===== src/rtl/ucsbece154b_perfmon_if.sv =====
// Probe and counter-read bundle for the dual-issue performance monitor.
// The core (or a bench) drives the probe/read-request side through the
// master modport; the monitor sits on the slave modport.
interface ucsbece154b_perfmon_if #(
    parameter int CNT_W = 32
);
    // Control
    logic             start_i;
    logic             clear_i;

    // Decode stage
    logic [31:0]      InstrD_i;
    logic [31:0]      InstrD2_i;

    // Execute stage
    logic [6:0]       opE_i;
    logic [6:0]       opE2_i;
    logic             Mispredict_i;
    logic             Mispredict2_i;

    // Fetch stage
    logic             BranchTakenF_i;
    logic             BranchTakenF2_i;
    logic [31:0]      PCF_i;
    logic [31:0]      PCF2_i;
    logic [31:0]      InstrF_i;
    logic [31:0]      InstrF2_i;

    // Read port and status
    logic             rd_en_i;
    logic [2:0]       rd_addr_i;
    logic [CNT_W-1:0] rd_data_o;
    logic             rd_valid_o;
    logic             halted_o;
    logic             timeout_o;

    modport master (
        output start_i, clear_i,
        output InstrD_i, InstrD2_i,
        output opE_i, opE2_i, Mispredict_i, Mispredict2_i,
        output BranchTakenF_i, BranchTakenF2_i,
        output PCF_i, PCF2_i, InstrF_i, InstrF2_i,
        output rd_en_i, rd_addr_i,
        input  rd_data_o, rd_valid_o, halted_o, timeout_o
    );

    modport slave (
        input  start_i, clear_i,
        input  InstrD_i, InstrD2_i,
        input  opE_i, opE2_i, Mispredict_i, Mispredict2_i,
        input  BranchTakenF_i, BranchTakenF2_i,
        input  PCF_i, PCF2_i, InstrF_i, InstrF2_i,
        input  rd_en_i, rd_addr_i,
        output rd_data_o, rd_valid_o, halted_o, timeout_o
    );
endinterface


===== src/rtl/ucsbece154b_perfmon.sv =====
// In-core performance monitor for the dual-issue pipeline.
// Accumulates saturating event counters while running, freezes them when
// both fetch slots spin on a NOP at an unchanged PC (HALTED) or when the
// cycle budget is exhausted (TIMEOUT), and exposes everything through a
// one-cycle-latency registered read port. CNT_W must be at least 4 so the
// status word fits.
module ucsbece154b_perfmon #(
    parameter int CNT_W      = 32,
    parameter int MAX_CYCLES = 500
) (
    input  logic                 clk,
    input  logic                 reset,
    ucsbece154b_perfmon_if.slave bus
);

    localparam logic [31:0] NOP       = 32'h0000_0013;
    localparam logic [6:0]  OP_BRANCH = 7'b1100011;
    localparam logic [6:0]  OP_JAL    = 7'b1101111;
    localparam logic [6:0]  OP_JALR   = 7'b1100111;

    typedef enum logic [1:0] {
        IDLE    = 2'd0,
        RUN     = 2'd1,
        HALTED  = 2'd2,
        TIMEOUT = 2'd3
    } state_t;

    state_t           state;

    // Event counters
    logic [CNT_W-1:0] cyc_cnt;
    logic [CNT_W-1:0] ins_cnt;
    logic [CNT_W-1:0] br_cnt;
    logic [CNT_W-1:0] brm_cnt;
    logic [CNT_W-1:0] jmp_cnt;
    logic [CNT_W-1:0] jmpm_cnt;

    // Saturated candidates for the next counted cycle
    logic [CNT_W-1:0] cyc_next;
    logic [CNT_W-1:0] ins_next;
    logic [CNT_W-1:0] br_next;
    logic [CNT_W-1:0] brm_next;
    logic [CNT_W-1:0] jmp_next;
    logic [CNT_W-1:0] jmpm_next;

    // Per-cycle event increments (0, 1 or 2 each)
    logic [1:0]       ins_inc;
    logic [1:0]       br_inc;
    logic [1:0]       brm_inc;
    logic [1:0]       jmp_inc;
    logic [1:0]       jmpm_inc;

    logic [31:0]      prev_pc1;
    logic [31:0]      prev_pc2;
    logic [31:0]      halt_pc;

    logic             halt_cond;
    logic             budget_hit;

    logic             halted;
    logic             timeout;
    logic [CNT_W-1:0] rd_data;
    logic             rd_valid;
    logic [CNT_W-1:0] rd_mux;

    // A decode slot carries real work unless it is empty or the canonical NOP.
    function automatic logic is_issued(input logic [31:0] instr);
        return (instr != '0) && (instr != NOP);
    endfunction

    function automatic logic is_jump(input logic [6:0] op);
        return (op == OP_JAL) || (op == OP_JALR);
    endfunction

    // Add 0..2 with clamping at all-ones; the extra carry bit flags overflow.
    function automatic logic [CNT_W-1:0] sat_add(input logic [CNT_W-1:0] value,
                                                 input logic [1:0]       inc);
        logic [CNT_W:0] sum;
        sum = {1'b0, value} + (CNT_W + 1)'(inc);
        return sum[CNT_W] ? '1 : sum[CNT_W-1:0];
    endfunction

    // Per-slot event classification for the current cycle.
    always_comb begin
        ins_inc  = {1'b0, is_issued(bus.InstrD_i)} + {1'b0, is_issued(bus.InstrD2_i)};

        br_inc   = {1'b0, (bus.opE_i  == OP_BRANCH)}
                 + {1'b0, (bus.opE2_i == OP_BRANCH)};

        brm_inc  = {1'b0, (bus.opE_i  == OP_BRANCH) && bus.Mispredict_i}
                 + {1'b0, (bus.opE2_i == OP_BRANCH) && bus.Mispredict2_i};

        jmp_inc  = {1'b0, is_jump(bus.opE_i)} + {1'b0, is_jump(bus.opE2_i)};

        jmpm_inc = {1'b0, is_jump(bus.opE_i)  && !bus.BranchTakenF_i}
                 + {1'b0, is_jump(bus.opE2_i) && !bus.BranchTakenF2_i};
    end

    // Saturated next values, end-of-program detection and budget check.
    always_comb begin
        cyc_next   = sat_add(cyc_cnt,  2'd1);
        ins_next   = sat_add(ins_cnt,  ins_inc);
        br_next    = sat_add(br_cnt,   br_inc);
        brm_next   = sat_add(brm_cnt,  brm_inc);
        jmp_next   = sat_add(jmp_cnt,  jmp_inc);
        jmpm_next  = sat_add(jmpm_cnt, jmpm_inc);

        halt_cond  = (bus.PCF_i  == prev_pc1) && (bus.InstrF_i  == NOP)
                  && (bus.PCF2_i == prev_pc2) && (bus.InstrF2_i == NOP);

        // Widen both sides so narrow counters compare correctly against the budget.
        budget_hit = 64'(cyc_next) >= 64'(MAX_CYCLES);
    end

    // Control FSM with counters, halt PC and registered state decodes.
    always_ff @(posedge clk or negedge reset) begin
        if (!reset) begin
            state    <= IDLE;
            cyc_cnt  <= '0;
            ins_cnt  <= '0;
            br_cnt   <= '0;
            brm_cnt  <= '0;
            jmp_cnt  <= '0;
            jmpm_cnt <= '0;
            halt_pc  <= '0;
            halted   <= 1'b0;
            timeout  <= 1'b0;
        end else begin
            // Flags follow the state one cycle late.
            halted  <= (state == HALTED);
            timeout <= (state == TIMEOUT);

            if (bus.clear_i) begin
                cyc_cnt  <= '0;
                ins_cnt  <= '0;
                br_cnt   <= '0;
                brm_cnt  <= '0;
                jmp_cnt  <= '0;
                jmpm_cnt <= '0;
                halt_pc  <= '0;
                state    <= bus.start_i ? RUN : IDLE;
            end else begin
                unique case (state)
                    IDLE: begin
                        if (bus.start_i) begin
                            state <= RUN;
                        end
                    end
                    RUN: begin
                        // Halt is checked first so it wins over a same-cycle timeout.
                        if (halt_cond) begin
                            state   <= HALTED;
                            halt_pc <= bus.PCF_i;
                        end else begin
                            cyc_cnt  <= cyc_next;
                            ins_cnt  <= ins_next;
                            br_cnt   <= br_next;
                            brm_cnt  <= brm_next;
                            jmp_cnt  <= jmp_next;
                            jmpm_cnt <= jmpm_next;
                            if (budget_hit) begin
                                state <= TIMEOUT;
                            end
                        end
                    end
                    HALTED, TIMEOUT: begin
                        state <= state;
                    end
                endcase
            end
        end
    end

    // Previous fetch PCs, tracked in every state.
    always_ff @(posedge clk or negedge reset) begin
        if (!reset) begin
            prev_pc1 <= '0;
            prev_pc2 <= '0;
        end else begin
            prev_pc1 <= bus.PCF_i;
            prev_pc2 <= bus.PCF2_i;
        end
    end

    // Read-map selection from current (pre-update) register values.
    always_comb begin
        rd_mux = '0;
        unique case (bus.rd_addr_i)
            3'd0: rd_mux = cyc_cnt;
            3'd1: rd_mux = ins_cnt;
            3'd2: rd_mux = br_cnt;
            3'd3: rd_mux = brm_cnt;
            3'd4: rd_mux = jmp_cnt;
            3'd5: rd_mux = jmpm_cnt;
            3'd6: rd_mux = CNT_W'({timeout, halted, state});
            3'd7: rd_mux = CNT_W'(halt_pc);
        endcase
    end

    // Registered read port; data holds its last value between requests.
    always_ff @(posedge clk or negedge reset) begin
        if (!reset) begin
            rd_data  <= '0;
            rd_valid <= 1'b0;
        end else begin
            rd_valid <= bus.rd_en_i;
            if (bus.rd_en_i) begin
                rd_data <= rd_mux;
            end
        end
    end

    assign bus.rd_data_o  = rd_data;
    assign bus.rd_valid_o = rd_valid;
    assign bus.halted_o   = halted;
    assign bus.timeout_o  = timeout;

endmodule


===== src/flat_wrapper.sv =====
// flat-port wrapper written by rule: the top's interface ports become plain ports
module ucsbece154b_perfmon_flat 
#(
    parameter int CNT_W      = 32,
    parameter int MAX_CYCLES = 500
)
  (clk, reset, bus_start_i, bus_clear_i, bus_InstrD_i, bus_InstrD2_i, bus_opE_i, bus_opE2_i, bus_Mispredict_i, bus_Mispredict2_i, bus_BranchTakenF_i, bus_BranchTakenF2_i, bus_PCF_i, bus_PCF2_i, bus_InstrF_i, bus_InstrF2_i, bus_rd_en_i, bus_rd_addr_i, bus_rd_data_o, bus_rd_valid_o, bus_halted_o, bus_timeout_o);
  ucsbece154b_perfmon_if #(.CNT_W(CNT_W)) bus_i ();
  input  logic clk;
  input  logic reset;
  input wire logic [$bits(bus_i.start_i)-1:0] bus_start_i;
  input wire logic [$bits(bus_i.clear_i)-1:0] bus_clear_i;
  input wire logic [$bits(bus_i.InstrD_i)-1:0] bus_InstrD_i;
  input wire logic [$bits(bus_i.InstrD2_i)-1:0] bus_InstrD2_i;
  input wire logic [$bits(bus_i.opE_i)-1:0] bus_opE_i;
  input wire logic [$bits(bus_i.opE2_i)-1:0] bus_opE2_i;
  input wire logic [$bits(bus_i.Mispredict_i)-1:0] bus_Mispredict_i;
  input wire logic [$bits(bus_i.Mispredict2_i)-1:0] bus_Mispredict2_i;
  input wire logic [$bits(bus_i.BranchTakenF_i)-1:0] bus_BranchTakenF_i;
  input wire logic [$bits(bus_i.BranchTakenF2_i)-1:0] bus_BranchTakenF2_i;
  input wire logic [$bits(bus_i.PCF_i)-1:0] bus_PCF_i;
  input wire logic [$bits(bus_i.PCF2_i)-1:0] bus_PCF2_i;
  input wire logic [$bits(bus_i.InstrF_i)-1:0] bus_InstrF_i;
  input wire logic [$bits(bus_i.InstrF2_i)-1:0] bus_InstrF2_i;
  input wire logic [$bits(bus_i.rd_en_i)-1:0] bus_rd_en_i;
  input wire logic [$bits(bus_i.rd_addr_i)-1:0] bus_rd_addr_i;
  output wire logic [$bits(bus_i.rd_data_o)-1:0] bus_rd_data_o;
  output wire logic [$bits(bus_i.rd_valid_o)-1:0] bus_rd_valid_o;
  output wire logic [$bits(bus_i.halted_o)-1:0] bus_halted_o;
  output wire logic [$bits(bus_i.timeout_o)-1:0] bus_timeout_o;
  assign bus_i.start_i = bus_start_i;
  assign bus_i.clear_i = bus_clear_i;
  assign bus_i.InstrD_i = bus_InstrD_i;
  assign bus_i.InstrD2_i = bus_InstrD2_i;
  assign bus_i.opE_i = bus_opE_i;
  assign bus_i.opE2_i = bus_opE2_i;
  assign bus_i.Mispredict_i = bus_Mispredict_i;
  assign bus_i.Mispredict2_i = bus_Mispredict2_i;
  assign bus_i.BranchTakenF_i = bus_BranchTakenF_i;
  assign bus_i.BranchTakenF2_i = bus_BranchTakenF2_i;
  assign bus_i.PCF_i = bus_PCF_i;
  assign bus_i.PCF2_i = bus_PCF2_i;
  assign bus_i.InstrF_i = bus_InstrF_i;
  assign bus_i.InstrF2_i = bus_InstrF2_i;
  assign bus_i.rd_en_i = bus_rd_en_i;
  assign bus_i.rd_addr_i = bus_rd_addr_i;
  assign bus_rd_data_o = bus_i.rd_data_o;
  assign bus_rd_valid_o = bus_i.rd_valid_o;
  assign bus_halted_o = bus_i.halted_o;
  assign bus_timeout_o = bus_i.timeout_o;
  ucsbece154b_perfmon #(.CNT_W(CNT_W), .MAX_CYCLES(MAX_CYCLES)) u_core (.clk(clk), .reset(reset), .bus(bus_i));
endmodule

===== config.mk =====
export PLATFORM = sky130hd
export DESIGN_NAME = ucsbece154b_perfmon_flat
export DESIGN_NICKNAME = d
export VERILOG_FILES = /design/src/rtl/ucsbece154b_perfmon_if.sv /design/src/rtl/ucsbece154b_perfmon.sv /design/src/flat_wrapper.sv
export SDC_FILE = /design/constraint.sdc
export NUM_CORES = 1
export LEC_CHECK = 0
export ABC_AREA = 1
export BUFFER_PORTS_ARGS = -buffer_cell sky130_fd_sc_hd__buf_2
export CELL_PAD_IN_SITES_DETAIL_PLACEMENT = 1
export CELL_PAD_IN_SITES_GLOBAL_PLACEMENT = 1
export CORE_ASPECT_RATIO = 2
export CORE_MARGIN = 8
export CORE_UTILIZATION = 47
export CTS_BUF_LIST = sky130_fd_sc_hd__clkbuf_4 sky130_fd_sc_hd__clkbuf_8 sky130_fd_sc_hd__clkbuf_16
export CTS_CLUSTER_SIZE = 40
export DETAILED_ROUTE_END_ITERATION = 10
export PLACE_DENSITY = 0.95
export SYNTH_ARGS = -nofsm -noshare
export SYNTH_HDL_FRONTEND = slang
export SYNTH_SLANG_ARGS = --single-unit

===== constraint.sdc =====
create_clock -name clk -period 4.2 [get_ports clk]
set_input_delay 0 -clock clk [delete_from_list [all_inputs] [get_ports clk]]
set_output_delay 0 -clock clk [all_outputs]
set_load 0.005 [all_outputs]

Word-level counts from Yosys, hierarchy flattened
Index checks and enable logic that the tools add are counted.
{"block": "classes", "reduce_logical": 23, "mux": 34, "n_addsub": 11, "order_cmp": 1, "n_eq_ne": 26}
{"cell": "32-bit two-way mux", "n": 27}
{"cell": "32-bit one-hot mux with 8 select lines", "n": 1}
{"cell": "32-bit by 2-bit adder with 33-bit output", "n": 5}
{"cell": "32-bit equality test", "n": 2}
{"cell": "32-bit by 5-bit equality test with 1-bit output, second input constant", "n": 2}
{"cell": "32-bit by 5-bit != test with 1-bit output, second input constant", "n": 2}
{"cell": "32-bit nonzero test", "n": 2}
{"cell": "7-bit equality test, second input constant", "n": 6}
{"cell": "32-bit by 1-bit adder with 33-bit output, second input constant", "n": 1}
{"cell": "32-bit by 9-bit >= comparator with 1-bit output, second input constant", "n": 1}
{"cell": "3-bit equality test, second input constant", "n": 4}
{"cell": "1-bit by 1-bit adder with 2-bit output", "n": 5}
{"cell": "1-bit logical AND", "n": 9}
{"cell": "2-bit two-way mux", "n": 4}
{"cell": "3-bit by 2-bit equality test with 1-bit output, second input constant", "n": 2}
{"cell": "2-bit equality test, second input constant", "n": 2}
{"cell": "2-bit != test, second input constant", "n": 2}
{"cell": "4-bit by 2-bit != test with 1-bit output, second input constant", "n": 1}
{"cell": "2-bit one-hot mux with 2 select lines", "n": 1}
{"cell": "2-bit AND reduction", "n": 2}
{"cell": "2-bit nonzero test", "n": 2}
{"cell": "3-bit by 1-bit equality test with 1-bit output, second input constant", "n": 1}
{"cell": "3-bit logical NOT", "n": 1}
{"cell": "3-bit != test, second input constant", "n": 1}
{"cell": "other kinds (7)", "n": 9}
{"block": "word_totals", "in_bits": 218, "register_bits": 325, "output_inout_bits": 35, "wordCells": 109}

Longest topological paths before layout
{"block": "depth", "ltp_word": 9, "depth_mapped": 20, "depth_no_buf": 20}

Worst setup path before layout
No wires, ideal clock.
{"block": "synth_path", "path_type": "input port to flip-flop", "startpoint": "input port bus_InstrD_i[12]", "endpoint": "register u_core.ins_cnt[21]", "required_ns": 4.075, "stages": 15, "arrival_time_ns": 2.609, "n_path_buf": 1, "setup_time_ns": 0.125, "path_slack_ns": 1.466, "cell_sequence": "or4_1 -> a2111oi_0 -> nand4_1 -> fa_1 -> ha_1 -> nand3_2 -> nor3_2 -> nand3_2 -> nor2_4 -> and3_4 -> nand2_4 -> clkinv_4 -> buf_6 -> o21ai_0 -> o21ai_1"}
{"block": "synth_via", "elab_chain_len": 8, "word_cells_on_any_way": 9, "classes_between": "add/sub: 2; eq/ne: 1; mux: 4; reduce/logical: 2"}
{"element": "from (decl)", "line_no": "flat_wrapper.sv:13", "rtl": "input wire logic [$bits(bus_i.InstrD_i)-1:0] bus_InstrD_i;"}
{"element": "32-bit by 5-bit != test with 1-bit output or 32-bit nonzero test (tied branches)", "line_no": "ucsbece154b_perfmon.sv:68", "rtl": "return (instr != '0) && (instr != NOP);"}
{"element": "1-bit logical AND *", "line_no": "ucsbece154b_perfmon.sv:68"}
{"element": "1-bit by 1-bit adder with 2-bit output *", "line_no": "ucsbece154b_perfmon.sv:85", "rtl": "ins_inc = {1'b0, is_issued(bus.InstrD_i)} + {1'b0, is_issued(bus.InstrD2_i)};"}
{"element": "32-bit by 2-bit adder with 33-bit output *", "line_no": "ucsbece154b_perfmon.sv:79", "rtl": "sum = {1'b0, value} + (CNT_W + 1)'(inc);"}
{"element": "32-bit two-way mux *", "line_no": "ucsbece154b_perfmon.sv:80", "rtl": "return sum[CNT_W] ? '1 : sum[CNT_W-1:0];"}
{"element": "32-bit two-way mux *", "line_no": "ucsbece154b_perfmon.sv:151", "rtl": "if (halt_cond) begin"}
{"element": "32-bit two-way mux *", "line_no": "ucsbece154b_perfmon.sv:143", "rtl": "unique case (state)"}
{"element": "32-bit two-way mux *", "line_no": "ucsbece154b_perfmon.sv:133", "rtl": "if (bus.clear_i) begin"}
{"element": "to (signal assigned)", "line_no": "ucsbece154b_perfmon.sv:156", "rtl": "ins_cnt <= ins_next;"}
{"element": "to (decl)", "line_no": "ucsbece154b_perfmon.sv:32", "rtl": "logic [CNT_W-1:0] ins_cnt;"}
Mark *: on every way between the ends. The rest lies on a longest branch, timed or not. The select of a mux whose other input is x is not followed.
A chain may end at the register's enable or synchronous reset.

Worst setup path in the final report
{"block": "layout_path", "startpoint": "register u_core.prev_pc1[21]", "endpoint": "register u_core.state[0]"}
{"block": "layout_via", "elab_chain_len": 7, "word_cells_on_any_way": 9, "classes_between": "eq/ne: 2; mux: 3; reduce/logical: 4"}
{"element": "from (decl)", "line_no": "ucsbece154b_perfmon.sv:53", "rtl": "logic [31:0] prev_pc1;"}
{"element": "from (signal assigned)", "line_no": "ucsbece154b_perfmon.sv:180", "rtl": "prev_pc1 <= bus.PCF_i;"}
{"element": "32-bit equality test *", "line_no": "ucsbece154b_perfmon.sv:108", "rtl": "halt_cond = (bus.PCF_i == prev_pc1) && (bus.InstrF_i == NOP)"}
{"element": "1-bit logical AND *", "line_no": "ucsbece154b_perfmon.sv:108"}
{"element": "1-bit logical AND * (2 in series)", "line_no": "ucsbece154b_perfmon.sv:109", "rtl": "&& (bus.PCF2_i == prev_pc2) && (bus.InstrF2_i == NOP);"}
{"element": "2-bit two-way mux", "line_no": "ucsbece154b_perfmon.sv:151"}
{"element": "2-bit one-hot mux with 2 select lines", "line_no": "ucsbece154b_perfmon.sv:143"}
{"element": "2-bit two-way mux", "line_no": "ucsbece154b_perfmon.sv:133"}
{"element": "to (signal assigned)", "line_no": "ucsbece154b_perfmon.sv:141", "rtl": "state <= bus.start_i ? RUN : IDLE;"}
{"element": "to (signal assigned)", "line_no": "ucsbece154b_perfmon.sv:167", "rtl": "state <= state;"}
{"element": "to (decl)", "line_no": "ucsbece154b_perfmon.sv:28", "rtl": "state_t state;"}
Mark *: on every way between the ends. The rest lies on a longest branch, timed or not.

==> summary.md <==
| Metric | Value |
|---|---|
| Status | finished clean |
| Antenna viol nets, final | 0 |
| Worst-path clk slew | 0.07 ns |
| Max Freq | 268 MHz |
| WL final | 96600 um |
| Final hold vios | 0 |
| Post-Syn Area per Cell | 7.67 sq um |
| Vias in the first global route | 23600 |
| Met1 Use GR | 37.7% |
| Setup Buffers After CTS | 0 |
| Slew margin rel. | around 25% |
| Synth Net Count | 2821 |
| Setup TNS | 0 ns |
| Gr usage total | 38.6% |
| First-pass GRT wire length | 145000 um |
| Minimum clock period after layout | roughly 3.7 ns |
| Maxcap violations | 0 |
| Final Slew Violations | 0 |
| Placed Instances | ~3300 |
| Met2 Use GR | about two thirds |
| Core area | 41800 sq um |
| Hold wc startpoint | bus_InstrD_i[16] |
| Cell area power density | 318 nW/um^2 |
| Routed via count | 21300 |
| Least-Margin Pin Slew | 1.10 ns |
| Startpoint types | flip-flop |
| Antenna violations before repair | 8 |
| Worst setup path category | reg2reg |
| Required time of the worst setup path | between 4 and 5 ns |
| FF+latch count, synth | about 330 |
| Starting Density | 47.6% |
| LEAKAGE | roughly 11 nW |
| Critical R2R Launch | u_core.prev_pc1[21]$_DFF_PN0_ |
| Sequential-to-total area share from yosys stat | around 41% |
| RSZ-0062 raised after global routing | false |
| Min-delay worst type | in2reg |
| Clk_lat worst skew | 0.56 ns |
| CTS Buffer Depth | 3 |
| Peak fanout along the critical path | 33 |
| WL/cell | 28.0 um |
| PnR Total Power | 7.49 mW |
| Crit path launch | u_core.prev_pc1[21]$_DFF_PN0_ |
| Via density | 6.17 |
| Setup Viol. Count Final | 0 |
| Unique masters post-synth | 62 |
| Die extent in x | 161 um |
| Setup Skew | 0.0282 ns |
| Full die area | 49600 sq um |
| Synth Flop Type | dfrtp_1 |
| Number of remaining DRC errors | 0 |
| # rows | about 110 |
| Setup slack after layout | 0.467 ns |
| Clock sinks | approximately 330 |
| Worst endpoint data arrival time | 4.17 ns |
| Fillers | 5246 |
| Critical Path End Type | flip-flop |
| Post-Place Setup Slack | 0.822 ns |
| Post-synth ARST share | 100% |
| GR Util met3 | about 10% |
| Largest net degree at the start of global routing | 146 |
| CTS root buf | clkbuf_16 |
| Post-synth EDFFs | 0 |
| Fin nets | between 3000 and 4000 |
| Dpl hpwl | 63800 um |
| Synth Cell Area | 19900 sq um |
| Synth Warn # | 0 |
| H-tree levels | 2 |
| Share of cells above drive strength 1 | 17.4% |
| Non-filler cells, final | 3450 |
| Max VDD drop | 0.361 mV |
| Overflow after GRT | 0 |
| I/O Buffers | about 250 |
| CTS tree | yes |
| GR peak layer | met2 |
| Detailed Routing Iterations Pass 1 | 5 |
| Synth Instances | 2592 |
| First DRT Iteration DRCs | 1717 |
| Synth-to-layout area growth | 18.3% |
| Fraction of the cycle the final worst path needs | between 80 and 90% |
| Num CTS Buffers | 34 |
| Die height | ~310 um |
| Gpl congestion | ~1 |
| I/O Pins | 253 |
==> critical path, stage by stage (launching register included) <==
cell           delay [ns]
dfrtp_1              0.38
inv_1                0.06
nand2_1              0.14
o21ai_0              0.15
nor2_1               0.29
nand2_1              0.17
nor2_1               0.13
nand2_1              0.07
nor2_1               0.14
nand3_2              0.29
o31ai_4              0.97
a21boi_0             0.19
dlygate4sd3_1        0.62
==> report_power, final <==
part	leakage [nW]	internal [mW]	total (mW)	switching, mW
Sequential	4.38	3.18	3.23	0.0532
Clock	0.619	2.08	3.49	1.42
Combinational	5.73	0.238	0.770	0.532
Total	10.7	5.49	7.49	2.00
==> sequential cells by signal, indices dropped and copies added, names as in the netlist <==
| signal | count |
|---|---|
| u_core.jmp_cnt | 32 |
| u_core.br_cnt | 32 |
| u_core.bus.rd_valid_o | 1 |
| u_core.halt_pc | 32 |
| u_core.brm_cnt | 32 |
| u_core.ins_cnt | 32 |
| u_core.cyc_cnt | 32 |
| u_core.bus.timeout_o | 1 |
| u_core.bus.halted_o | 1 |
| u_core.bus.rd_data_o | 32 |
| u_core.state | 2 |
| u_core.prev_pc1 | 32 |
| u_core.jmpm_cnt | 32 |
| u_core.prev_pc2 | 32 |
==> metrics by stage <==
step                utilization (%)  hold WS (ns)  area, sq um
floorplan                         -        -0.296        19900
global placement               51.7        0.0765        21600
detailed placement             51.7        0.0809        21600
CTS                            56.3        0.0622        23500
global route                   56.3         0.115        23500
finish                         56.3        0.0635        23500
==> path summary, 6_finish.rpt <==
check | to | slack, ns | cells past startpoint
max | u_core.state[0]$_DFFE_PN0P_ | 0.47 | 12
min reg2reg | u_core.bus.rd_data_o[3]$_DFFE_PN0P_ | 0.51 | 1
max reg2reg | u_core.state[0]$_DFFE_PN0P_ | 0.47 | 12
min | u_core.ins_cnt[0]$_DFFE_PN0P_ | 0.06 | 6
max in group asynchronous | u_core.br_cnt[20]$_DFFE_PN0P_ | 2.84 | 3
min in group asynchronous | u_core.prev_pc1[4]$_DFF_PN0_ | 0.09 | 2
==> kinds of logic after synthesis <==
family,count (synthesis),share of synthesized area (%)
AO/OA/AOI/OAI,551,16.3
XOR/XNOR,136,5.99
AND/OR/NAND/NOR,1091,25.4
multiplexers,16,0.906
adder cells (fa/ha/maj),11,0.881
flip-flops,325,40.9
buffers and inverters,462,9.68
==> cell type report <==
class                      count  area (sq um)  share of cell area, %
antenna                        1          2.50                 0.0106
clock inverter                10           181                  0.771
inverter                     377          1430                   6.09
sequential                   325          8130                   34.6
timing repair buffer         343          2190                   9.29
clock buffer                  49          1070                   4.53
multi-input combinational   1805          9860                   41.9
tap                          540           676                   2.87
==> cell usage after synthesis, types with 9 or more instances <==
cell type / instances / share of area (%)
inv_2: 12 / 0.23
nand2_1: 529 / 10
nand2_2: 9 / 0.28
o21ai_0: 192 / 4.8
inv_1: 360 / 6.8
o21ai_1: 133 / 3.3
a21oi_1: 50 / 1.3
xor2_1: 119 / 5.2
nor3_2: 11 / 0.55
nor2_4: 14 / 0.79
nand4_1: 26 / 0.82
buf_2: 31 / 0.78
a22oi_1: 11 / 0.42
mux2_2: 16 / 0.91
clkbuf_1: 33 / 0.62
nor2_1: 247 / 4.7
o21ai_2: 50 / 2.2
nand3_2: 14 / 0.70
o2111ai_1: 18 / 0.79
nor4_1: 19 / 0.60
nand3_1: 102 / 2.6
nor3_1: 67 / 1.7
o22ai_1: 53 / 1.7
xnor2_1: 17 / 0.75
nor2_2: 14 / 0.44
dfrtp_1: 325 / 41
o221ai_1: 15 / 0.66
==> per-layer routing <==
metal | share of wire, % | vias up
met4 | 11 | 10
met3 | 7.9 | 460
met2 | 49 | 1121
met1 | 32 | 10600
li1 | - | 9052
met5 | 0.067 | -
==> placed cells by master (no fill, tap or decap), types with 17 or more instances in the layout <==
master | netlist | final
inv_1 | 360 | 360
clkbuf_16 | 0 | 37
nand4_1 | 26 | 26
o2111ai_1 | 18 | 18
buf_2 | 31 | 251
xnor2_1 | 17 | 17
buf_4 | 7 | 18
nor3_1 | 67 | 66
nand3_1 | 102 | 102
dfrtp_1 | 325 | 325
nor4_1 | 19 | 19
o21ai_0 | 192 | 192
dlygate4sd3_1 | 0 | 68
nand2_1 | 529 | 528
xor2_1 | 119 | 119
a21oi_1 | 50 | 50
o22ai_1 | 53 | 53
o21ai_2 | 50 | 50
nor2_1 | 247 | 246
o21ai_1 | 133 | 133
==> what timing repair did <==
item / 4_1_cts / 5_1_grt
hold buffers: 68 / 0
endpoints found under the hold margin: 188 / 0
resized for setup: 0 / 0
Power figures use the tool's default switching activity.
